### src/rtl/packing_dispatch_pkg.sv
// Shared types and constants for the packing dispatcher: FSM states, default sizing, widths.
package packing_dispatch_pkg;

  typedef enum logic [1:0] {
    IDLE = 2'd0,
    SEND = 2'd1,
    SEAL = 2'd2
  } state_t;

  localparam int DEF_DEPTH         = 4;
  localparam int DEF_PACKS_PER_BOX = 4;
  localparam int BOX_CNT_W         = 8;
  localparam int CODE_W            = 3;
  localparam int LEVEL_W           = 4;
  localparam int PACK_CNT_W        = 4;

  localparam logic [BOX_CNT_W-1:0] BOX_CNT_MAX = '1;

endpackage

### src/rtl/packing_dispatch_pack_fifo.sv
// Pack-code FIFO: storage, wrapping pointers and occupancy; head reads as zero when empty.
module pack_fifo
  import packing_dispatch_pkg::*;
#(
  parameter int DEPTH = DEF_DEPTH
) (
  input  logic               clk,
  input  logic               reset,
  input  logic               push,
  input  logic               pop,
  input  logic [CODE_W-1:0]  wdata,
  output logic [CODE_W-1:0]  head,
  output logic [LEVEL_W-1:0] level,
  output logic               full
);

  localparam int AW = (DEPTH > 1) ? $clog2(DEPTH) : 1;
  localparam logic [LEVEL_W-1:0] LEVEL_FULL = LEVEL_W'(DEPTH);

  logic [CODE_W-1:0] mem [DEPTH];
  logic [AW-1:0]     wr_ptr;
  logic [AW-1:0]     rd_ptr;
  logic              empty;
  logic              wr_en;
  logic              rd_en;

  assign empty = (level == '0);
  assign full  = (level == LEVEL_FULL);
  assign rd_en = pop & ~empty;
  // A push into a full FIFO is only legal when the head leaves on the same edge.
  assign wr_en = push & (~full | rd_en);
  assign head  = empty ? '0 : mem[rd_ptr];

  always_ff @(posedge clk) begin
    if (wr_en) begin
      mem[wr_ptr] <= wdata;
    end
  end

  always_ff @(posedge clk) begin
    if (reset) begin
      wr_ptr <= '0;
      rd_ptr <= '0;
      level  <= '0;
    end else begin
      if (wr_en) begin
        wr_ptr <= wr_ptr + 1'b1;
      end
      if (rd_en) begin
        rd_ptr <= rd_ptr + 1'b1;
      end
      case ({wr_en, rd_en})
        2'b10:   level <= level + 1'b1;
        2'b01:   level <= level - 1'b1;
        default: level <= level;
      endcase
    end
  end

endmodule

### src/rtl/packing_dispatch.sv
// Packing dispatcher: CO edge detect, pack FIFO, send/seal FSM and box counter.
// Build option PACK_CODE_CHECK_EN rejects pack code 3'b000 and flags it on OVF.
module packing_dispatch
  import packing_dispatch_pkg::*;
#(
  parameter int DEPTH         = DEF_DEPTH,
  parameter int PACKS_PER_BOX = DEF_PACKS_PER_BOX
) (
  input  logic                 clk,
  input  logic                 reset,
  input  logic                 CO,
  input  logic [CODE_W-1:0]    PAC,
  input  logic                 PACK_RDY,
  output logic                 PACK_VLD,
  output logic [CODE_W-1:0]    PACK_CODE,
  output logic                 BOX_DONE,
  output logic [BOX_CNT_W-1:0] BOX_CNT,
  output logic [LEVEL_W-1:0]   LEVEL,
  output logic                 FULL,
  output logic                 OVF
);

  // state | meaning
  // IDLE  | FIFO empty, nothing offered
  // SEND  | head offered on PACK_CODE with PACK_VLD=1
  // SEAL  | one-cycle box seal, BOX_DONE=1, transfers blocked

  localparam logic [PACK_CNT_W-1:0] PACK_LAST = PACK_CNT_W'(PACKS_PER_BOX - 1);

  state_t                 state;
  logic                   co_q;
  logic                   co_edge;
  logic                   code_bad;
  logic                   push_req;
  logic                   push_acc;
  logic                   transfer;
  logic                   drop;
  logic [LEVEL_W-1:0]     level_next;
  logic [PACK_CNT_W-1:0]  pack_cnt;

  assign co_edge = CO & ~co_q;

`ifdef PACK_CODE_CHECK_EN
  assign code_bad = (PAC == '0);
`else
  assign code_bad = 1'b0;
`endif

  assign push_req   = co_edge & ~code_bad;
  assign transfer   = PACK_VLD & PACK_RDY;
  assign push_acc   = push_req & (~FULL | transfer);
  assign drop       = (push_req & FULL & ~transfer) | (co_edge & code_bad);
  // Occupancy after this edge; lets the FSM offer a pack the cycle after a push.
  assign level_next = LEVEL + LEVEL_W'(push_acc) - LEVEL_W'(transfer);

  pack_fifo #(
    .DEPTH (DEPTH)
  ) u_fifo (
    .clk   (clk),
    .reset (reset),
    .push  (push_acc),
    .pop   (transfer),
    .wdata (PAC),
    .head  (PACK_CODE),
    .level (LEVEL),
    .full  (FULL)
  );

  always_ff @(posedge clk) begin
    if (reset) begin
      co_q <= 1'b0;
    end else begin
      co_q <= CO;
    end
  end

  always_ff @(posedge clk) begin
    if (reset) begin
      state    <= IDLE;
      PACK_VLD <= 1'b0;
      BOX_DONE <= 1'b0;
      pack_cnt <= '0;
      BOX_CNT  <= '0;
      OVF      <= 1'b0;
    end else begin
      BOX_DONE <= 1'b0;
      if (drop) begin
        OVF <= 1'b1;
      end
      case (state)
        IDLE: begin
          if (level_next != '0) begin
            state    <= SEND;
            PACK_VLD <= 1'b1;
          end
        end
        SEND: begin
          if (transfer) begin
            if (pack_cnt == PACK_LAST) begin
              state    <= SEAL;
              PACK_VLD <= 1'b0;
              BOX_DONE <= 1'b1;
              pack_cnt <= '0;
              if (BOX_CNT != BOX_CNT_MAX) begin
                BOX_CNT <= BOX_CNT + 1'b1;
              end
            end else begin
              pack_cnt <= pack_cnt + 1'b1;
              if (level_next == '0) begin
                state    <= IDLE;
                PACK_VLD <= 1'b0;
              end
            end
          end
        end
        SEAL: begin
          if (level_next != '0) begin
            state    <= SEND;
            PACK_VLD <= 1'b1;
          end else begin
            state    <= IDLE;
            PACK_VLD <= 1'b0;
          end
        end
        default: begin
          state    <= IDLE;
          PACK_VLD <= 1'b0;
        end
      endcase
    end
  end

endmodule

### config.mk
export PLATFORM = sky130hd
export DESIGN_NAME = packing_dispatch
export DESIGN_NICKNAME = d
export VERILOG_FILES = /design/src/rtl/packing_dispatch_pkg.sv /design/src/rtl/packing_dispatch_pack_fifo.sv /design/src/rtl/packing_dispatch.sv
export SDC_FILE = /design/constraint.sdc
export NUM_CORES = 1
export LEC_CHECK = 0
export CELL_PAD_IN_SITES_DETAIL_PLACEMENT = 2
export CELL_PAD_IN_SITES_GLOBAL_PLACEMENT = 2
export CORE_MARGIN = 2
export CORE_UTILIZATION = 38
export CTS_CLUSTER_DIAMETER = 200
export DETAILED_ROUTE_END_ITERATION = 12
export PLACE_DENSITY = 0.93
export SLEW_MARGIN = 20
export SYNTH_ARGS = -nofsm -noshare
export SYNTH_HDL_FRONTEND = slang
export SYNTH_SLANG_ARGS = --single-unit
export TNS_END_PERCENT = 5
### constraint.sdc
create_clock -name clk -period 5.5 [get_ports clk]
set_input_delay 1.65 -clock clk [delete_from_list [all_inputs] [get_ports clk]]
set_output_delay 1.65 -clock clk [all_outputs]
set_load 0.02 [all_outputs]
* Word level (Yosys, flattened, before mapping)
Memories as Yosys holds them, arrays and structs flattened. A register that Yosys moved wholly into a read port is not among the register bits.
Index checks and enable logic that the tools add are counted.
** Storage, ports and cells
- Word-level logic and storage cells :: 72
- RAM bits :: 12
- Memories kept :: 1
- Output and inout bits :: 19
- Bits in registers :: 26
** Memory list
- u_fifo.mem :: words 4, bits a word 3, read ports 1, clocked after Yosys merged registers in 1, wr ports 1, line packing_dispatch_pack_fifo.sv:20 : logic [CODE_W-1:0] mem [DEPTH];
** Cells by class
- Muxes and demuxes :: 20
- Add/sub/neg operators :: 8
- Eq/ne operators :: 10
- Reduce and logical (&&, ||, !) cells :: 9
- Bitwise gates (word level) :: 14
** Operators with widths (number)
- $mux 2 :: 6
- $mux 1 :: 9
- $add 4x1->4 const B :: 2
- $add 8x1->8 const B :: 1
- $logic_not 4->1 :: 2
- $ne 8x8->1 const B :: 1
- $pmux 4 s2 :: 1
- $and 1x1->1 :: 7
- $pmux 2 s3 :: 1
- $not 1->1 :: 5
- $add 2x1->2 const B :: 2
- $add 4x1->4 :: 1
- $eq 2x1->1 const B :: 2
- $eq 2x2->1 const B :: 2
- $eq 4x2->1 const B :: 1
- $eq 4x3->1 const B :: 1
- $mux 4 :: 1
- $ne 2x2->1 const B :: 2
- $reduce_and 4->1 :: 1
- $reduce_bool 4->1 :: 1
- $sub 4x1->4 :: 1
- $sub 4x1->4 const B :: 1
- $mux 3 :: 1
- $ne 3x3->1 const B :: 1
- 7 further kinds :: 8

* Longest topological paths before layout
- Depth in word-level cells :: 11
- Gate-level depth with buffers :: 13
- Mapped depth without buffers :: 13

* Cells and area by module
Synthesis repeated with hierarchy kept, for this count alone.
** Unflattened totals
- Cells, all modules :: 190
- Area total of the unflattened synthesis :: 2030.7 um^2
** By module, submodules not included
- pack_fifo :: area each 1088.5 um^2, instances 1, cells an instance 84
- packing_dispatch :: area each 942.2 um^2, instances 1, cells an instance 106

* Least setup slack after synthesis
OpenSTA, ideal clock, no wires.
- Path type :: input port to flip-flop
- Start :: in PACK_RDY
- End :: reg PACK_VLD
- Path slack :: 1812 ps
- Data required time :: 5384 ps
- Data arrival time :: 3572 ps
- Stages :: 11
- Library setup time :: 116 ps
- Buffers on the path :: 0
- Cell sequence :: nand2_1 inv_1 ha_1 inv_1 ha_1 inv_1 fa_1 xnor2_1 a2111oi_1 nor3_1 o211a_1
** Between the ends
- Word-level cells in the longest chain between the ends :: 8
- Elaborated cells on any way between the ends :: 13
- Those cells by class :: add/sub: 2; eq/ne: 3; mux: 2; bitwise: 3; reduce/logical: 3
** Ends and longest elaborated chain
- start: declaration :: line packing_dispatch.sv:13 : input logic PACK_RDY,
- $and 1x1->1 (*) :: line packing_dispatch.sv:50 : assign transfer = PACK_VLD & PACK_RDY;
- $or 1x1->1 :: line packing_dispatch.sv:51 : assign push_acc = push_req & (~FULL | transfer);
- $and 1x1->1 :: line packing_dispatch.sv:51
- $add 4x1->4 :: line packing_dispatch.sv:54 : assign level_next = LEVEL + LEVEL_W'(push_acc) - LEVEL_W'(transfer);
- $sub 4x1->4 :: line packing_dispatch.sv:54
- $logic_not 4->1 or $reduce_bool 4->1 (tied branches) :: line packing_dispatch.sv:109, packing_dispatch.sv:92, packing_dispatch.sv:117
- $ne 3x3->1 (no line) (tied with other cells)
- $reduce_and 3->1 (no line) or $pmux 1 s3 (tied branches)
- end signal: assignment :: line packing_dispatch.sv:111 : PACK_VLD <= 1'b0;
- end signal: assignment :: line packing_dispatch.sv:119 : PACK_VLD <= 1'b1;
- end signal: assignment :: line packing_dispatch.sv:122 : PACK_VLD <= 1'b0;
- end: declaration :: line packing_dispatch.sv:14 : output logic PACK_VLD,
Mark *: on every way between the ends. The rest lies on a longest branch, timed or not.
A chain may end at the register's enable or synchronous reset.

* Worst setup path in the final report
Ends and elaborated chain as after synthesis.

==> results.cfg <==
[critical_path]
crit_fanout = 4
start_kind = input pin
worstPathArrival_ns = 4.44
cp.required_ns = 5.69
worstSetupPathType = input pin to flop
endpoint_kind = flop

[clock_tree]
cts_buffers = 5
cts.repair.resized = 0
clock-sinks = 40
root_buffer = clkbuf_8
cts_tree = built
worstSkewPairLatency_ns = 0.30
postCtsHoldBufs = 0
htree_levels = 2
clock_path_buffers = 2
cts_setup_buffers = 0
path_clk_slew_ns = 0.08

[logic_synthesis]
synth_area_leaders = dfxtp_1, edfxtp_1, ha_1
avgSynthCellArea_sq_um = 10.5
postSynthCellCount = 193
yosysWarningCount = 0
yosysUniqueCellTypes = 44
synth_edf_count = 12
yosys_register_bits = 40
netlist.area_leader.share = 0.277
synth-async-reset-ratio = 0
yosys.area.top_type = dfxtp_1
yosysSeqAreaShare = 0.455
synthFlopType = dfxtp_1
synth_area_sq_um = 2020
synth_fp_nets = 217

[sta]
whs_ns = 0.512
setup_slack_ns = 1.24
period_share = 0.774
rsz0062_at_grt = false
clock_skew_ns = 0.00990
slew_viol_final = 0
fmax_ghz = 0.235
setup_viol = 0
tightest_slew_ns = 0.625
period_minus_slack_ns = 4.26
relSlewSlack = 0.582
setup_tns_ns = 0
finalHoldViolCount = 0

[global_route]
grt-ovfl-total = 0
grt_pass1_wl_mm = 8.27
grtUsageTotal = 0.178
grt_start_max_net_pins = 29
antenna_found_initial = 0
grt_pass1_vias = 1671

[detailed_routing]
wirelength_mm = 4.84
drt-pass1-iter-count = 4
via_count = 1510
vias_per_cell = 5.17
drtIter0Drc = 48
ant_nets = 0
drc = 0
post_drt_wl_per_cell_microns = 16.6

[placement]
pre_cts_slack_ns = 0.972
place_congestion = 0.745
hpwl_mm = 3.63
io_buffers = 25
placed_cells = 284

[cells_and_area]
final_nets = 245
diodes = 0
final_cell_mix = dfxtp_1, nor2_1, clkdlybuf4s50_1, a21oi_1, ha_1
drive_gt1_frac = 0.0721
multiInputGateArea_sq_um = 1010
final_common_cell = dfxtp_1
final_cells = 292
fillers = 554
regArea_sq_um = 921
syn_to_final_growth_pct = 18.9

[floorplan]
core_area_sq_um = 5110
dieWidth_microns = 76.9
io_pins = 26
die_h_microns = 76.9
rows = 26
die_area_sq_um = 5920
start_util = 0.396

[job]
drv_cap = 0

[power]
power_density_nw_per_um2 = 312
vdd_drop_max_mv = 0.201
leakage_uw = 0.000930

[hold_path]
hp-class = flop to flop

[outcome]
outcome = finished clean
-- synthesized netlist by cell type (2+ instances only) --
| master | number |
|---|---|
| nand3b_1 | 2 |
| nand2b_1 | 3 |
| nor2_1 | 25 |
| and2_1 | 3 |
| a21oi_1 | 16 |
| or4_1 | 2 |
| nand4_1 | 2 |
| inv_1 | 13 |
| nand3_1 | 7 |
| mux4_2 | 3 |
| or3b_1 | 2 |
| o21ai_0 | 7 |
| fa_1 | 2 |
| xnor2_1 | 2 |
| dfxtp_1 | 28 |
| clkbuf_8 | 2 |
| mux2i_1 | 3 |
| nand2_1 | 7 |
| edfxtp_1 | 12 |
| xor2_1 | 7 |
| or3_1 | 3 |
| ha_1 | 15 |
| nor2b_1 | 2 |
| and3_1 | 5 |
-- final cells by class --
type	count	area share
tap	70	0.0364
sequential	40	0.383
clock buffer	5	0.0286
multi-input combinational	135	0.419
timing repair buffer	26	0.107
clock inverter	3	0.00573
inverter	13	0.0203
-- power breakdown --
group	internal, uW	switching (uW)	leakage, uW
clock	86.2	104	0.0000453
combinational	97.4	118	0.000548
sequential	323	22.2	0.000337
-- cell families (layout without fill, tap and decap cells) --
group | after synthesis | in the layout | synth area share
AO/OA/AOI/OAI | 32 | 32 | 0.103
XOR/XNOR | 9 | 9 | 0.0390
adder cells (fa/ha/maj) | 17 | 17 | 0.113
buffers and inverters | 18 | 47 | 0.0470
flip-flops | 40 | 40 | 0.455
multiplexers | 7 | 7 | 0.0538
AND/OR/NAND/NOR | 70 | 70 | 0.189
-- stage by stage --
step	util	total power (uW)	instance area [sq um]
floorplan	-	493	2020
global placement	0.454	550	2320
finish	0.471	750	2400
CTS	0.471	763	2400
detailed placement	0.454	567	2320
global route	0.471	796	2400
-- flip-flops by register name, summed over array words and instances (netlist names), named ones only --
register       count
BOX_CNT            8
BOX_DONE           1
OVF                1
PACK_VLD           1
co_q               1
pack_cnt           4
state              2
u_fifo.level       4
u_fifo.mem        12
u_fifo.rd_ptr      2
u_fifo.wr_ptr      2
-- layer usage --
layer / vias up / GRT usage / part of all wire / wire (microns)
li1: 734 / - / - / -
met1: 747 / 0.201 / 0.42 / 2040
met2: 20 / 0.330 / 0.54 / 2600
met3: 9 / 0.0318 / 0.019 / 94
met4: 0 / 0.0691 / 0.023 / 112
met5: - / 0 / 0 / 0
-- critical path, stage by stage --
cell and delay [ns]:
clkdlybuf4s50_1 0.49, nand2_1 0.13, inv_1 0.17, ha_1 0.26
inv_1 0.06, ha_1 0.15, inv_1 0.05, fa_1 0.37
xnor2_1 0.16, a2111oi_1 0.57, o21ai_0 0.21, o211a_1 0.16
-- path summary, 6_finish.rpt --
kind | endpoint | slack (ns) | from | depth (start not counted)
max | PACK_VLD | 1.24 | PACK_RDY | 12
min | BOX_CNT[6] | 0.51 | BOX_CNT[6] | 2
max reg2reg | u_fifo.level[3] | 2.40 | u_fifo.level[2] | 12
min reg2reg | BOX_CNT[6] | 0.51 | BOX_CNT[6] | 2
Note: power is estimated with default switching activity, not from simulation.
==> RTL edit, RTL diff (config.mk and constraints unchanged) <==
Put one more register stage on the output `BOX_CNT`, with the module's reset. The value now appears one clock later. The other outputs are not delayed to match.
--- a/src/rtl/packing_dispatch.sv
+++ b/src/rtl/packing_dispatch.sv
@@ -26,6 +26,8 @@
   // SEAL  | one-cycle box seal, BOX_DONE=1, transfers blocked
 
   localparam logic [PACK_CNT_W-1:0] PACK_LAST = PACK_CNT_W'(PACKS_PER_BOX - 1);
+
+  logic [BOX_CNT_W-1:0] BOX_CNT_s0;
 
   state_t                 state;
   logic                   co_q;
@@ -80,7 +82,7 @@
       PACK_VLD <= 1'b0;
       BOX_DONE <= 1'b0;
       pack_cnt <= '0;
-      BOX_CNT  <= '0;
+      BOX_CNT_s0 <= '0;
       OVF      <= 1'b0;
     end else begin
       BOX_DONE <= 1'b0;
@@ -101,8 +103,8 @@
               PACK_VLD <= 1'b0;
               BOX_DONE <= 1'b1;
               pack_cnt <= '0;
-              if (BOX_CNT != BOX_CNT_MAX) begin
-                BOX_CNT <= BOX_CNT + 1'b1;
+              if (BOX_CNT_s0 != BOX_CNT_MAX) begin
+                BOX_CNT_s0 <= BOX_CNT_s0 + 1'b1;
               end
             end else begin
               pack_cnt <= pack_cnt + 1'b1;
@@ -130,5 +132,13 @@
     end
   end
 
+  always_ff @(posedge clk) begin
+    if (reset) begin
+      BOX_CNT <= '0;
+    end else begin
+      BOX_CNT <= BOX_CNT_s0;
+    end
+  end
+
 endmodule
 
Behaviour: not the same (a bounded check fails within 10 cycles, from zero or initial values and one cycle with reset high).
==> RTL edit against the original RTL <==
  * Setup slack better by 0.042 ns
  * Sequential power up 18%
  * Synthesized area up 10%
  * Sequential share of layout area up 2.4 points
  * Design area up 11%
  * Sequential cell count up 8
  * Fmax up 0.99%
  * Global-route usage down 0.16 points
  * Via count up 6.8%
  * First-iteration DRC count down 25%
  * Critical path depth unchanged
  * Wire length up 8.0%
  * Power up 17%
  * Critical endpoint is now state[0]$_SDFFE_PP0P_
  * Largest cell class is now flip-flops and latches
==> RTL edit: results <==
metrics = {
    "run_status": {
        "status": "finished, final reports clean",
    },
    "placement": {
        "gp_congestion": 0.776,
        "hpwl_um": 4030,
        "preCtsSetupSlack_ns": 0.984,
        "dpl-instance-area_sq_um": 2550,
    },
    "routing": {
        "wl_met1_um": 2270,
        "wl_met3_um": 127,
        "drtIter0Drc": 36,
        "via_per_inst": 5.19,
        "dr_wl_met2_um": 2800,
    },
    "yosys": {
        "synthTopCellsByCount": "dfxtp_1, nor2_1, ha_1",
        "synthTopCellsByArea": "dfxtp_1, edfxtp_1, ha_1, nor2_1, mux4_2",
        "synth.distinct_cells": 45,
        "syn_avg_cell_area_sq_um": 10.6,
        "syn_nets": 235,
    },
    "worst_setup_path": {
        "arrival_ns": 4.40,
        "critPathSlowestCell": "clkdlybuf4s50_1",
        "critical_path.top_delay_family": "adder cells",
        "max_stage_delay_ns": 0.51,
    },
    "grt": {
        "grtUsageTotal_pct": 17.6,
        "grt_max_degree": 25,
        "grt_pass1_vias": 1758,
        "grt_pass1_wl_um": 8760,
        "grtUsageMet1_pct": 20.7,
        "met2_usage_pct": 32.9,
    },
    "final_layout": {
        "final_area_sq_um": 2660,
        "fillers": 576,
        "final_nets": 262,
        "reg_top3": "u_fifo.mem: 12 flops, BOX_CNT: 8 flops, BOX_CNT_s0: 8 flops",
        "fin_cells": 311,
        "layout-drive-gt1-share_pct": 8.37,
    },
    "power": {
        "switchingPower_uw": 264,
        "p_leak_nw": 1.04,
        "p_seq_share_pct": 46.1,
        "power_uw": 881,
    },
    "clock_tree": {
        "path_clk_slew_ns": 0.09,
    },
    "sta": {
        "slew_headroom_pct": 41.9,
        "skew_ns": 0.00655,
    },
}
RTL edit: cell count changes in the layout (fill, tap and decap cells not counted), sizes merged, moves of 2 or more:
cell,change
dfxtp,+8
nor2b,+8
a21oi,-3
clkinv,-2
nor4b,+2
RTL edit: cell families after synthesis:
| family | count (synthesis) | share of synthesized area [%] |
|---|---|---|
| AOI/OAI and AO/OA | 28 | 8.58 |
| and+or+nand+nor | 82 | 20.5 |
| buffers and inverters | 20 | 3.76 |
| muxes | 8 | 5.38 |
| adders and majority gates | 17 | 10.2 |
| xor gates and xnor gates | 8 | 3.14 |
| DFF | 48 | 48.4 |
RTL edit: worst register-to-register path: stages, from the launching register on:
cell and delay [ns]:
dfxtp_1 0.37, inv_1 0.10, ha_1 0.17, or3b_2 0.52
a21oi_1 0.28, nor2_1 0.08, inv_1 0.07, ha_1 0.21
ha_1 0.25, a21o_1 0.18, a21oi_1 0.17, mux2i_1 0.24
mux2_2 0.35
RTL edit: final timing paths:
check	start	end	slack [ns]	depth (start not counted)
worst max-delay path	PACK_RDY	state[0]$_SDFFE_PP0P_	1.28	12
worst min-delay path	BOX_CNT_s0[7]$_SDFFE_PP0P_	BOX_CNT[7]$_SDFF_PP0_	0.51	1
worst max register to register	u_fifo.level[2]$_SDFFE_PP0P_	u_fifo.level[3]$_SDFFE_PP0P_	2.40	12
worst min register to register	BOX_CNT_s0[7]$_SDFFE_PP0P_	BOX_CNT[7]$_SDFF_PP0_	0.51	1
RTL edit: final cells by class:
cell class / count / share of cell area, %
Inverter: 14 / 1.98
Clock buffer: 6 / 2.73
Timing Repair Buffer: 26 / 9.70
Multi-Input combinational cell: 143 / 40.2
Sequential cell: 48 / 40.7
Clock inverter: 2 / 1.32
Tap cell: 72 / 3.39
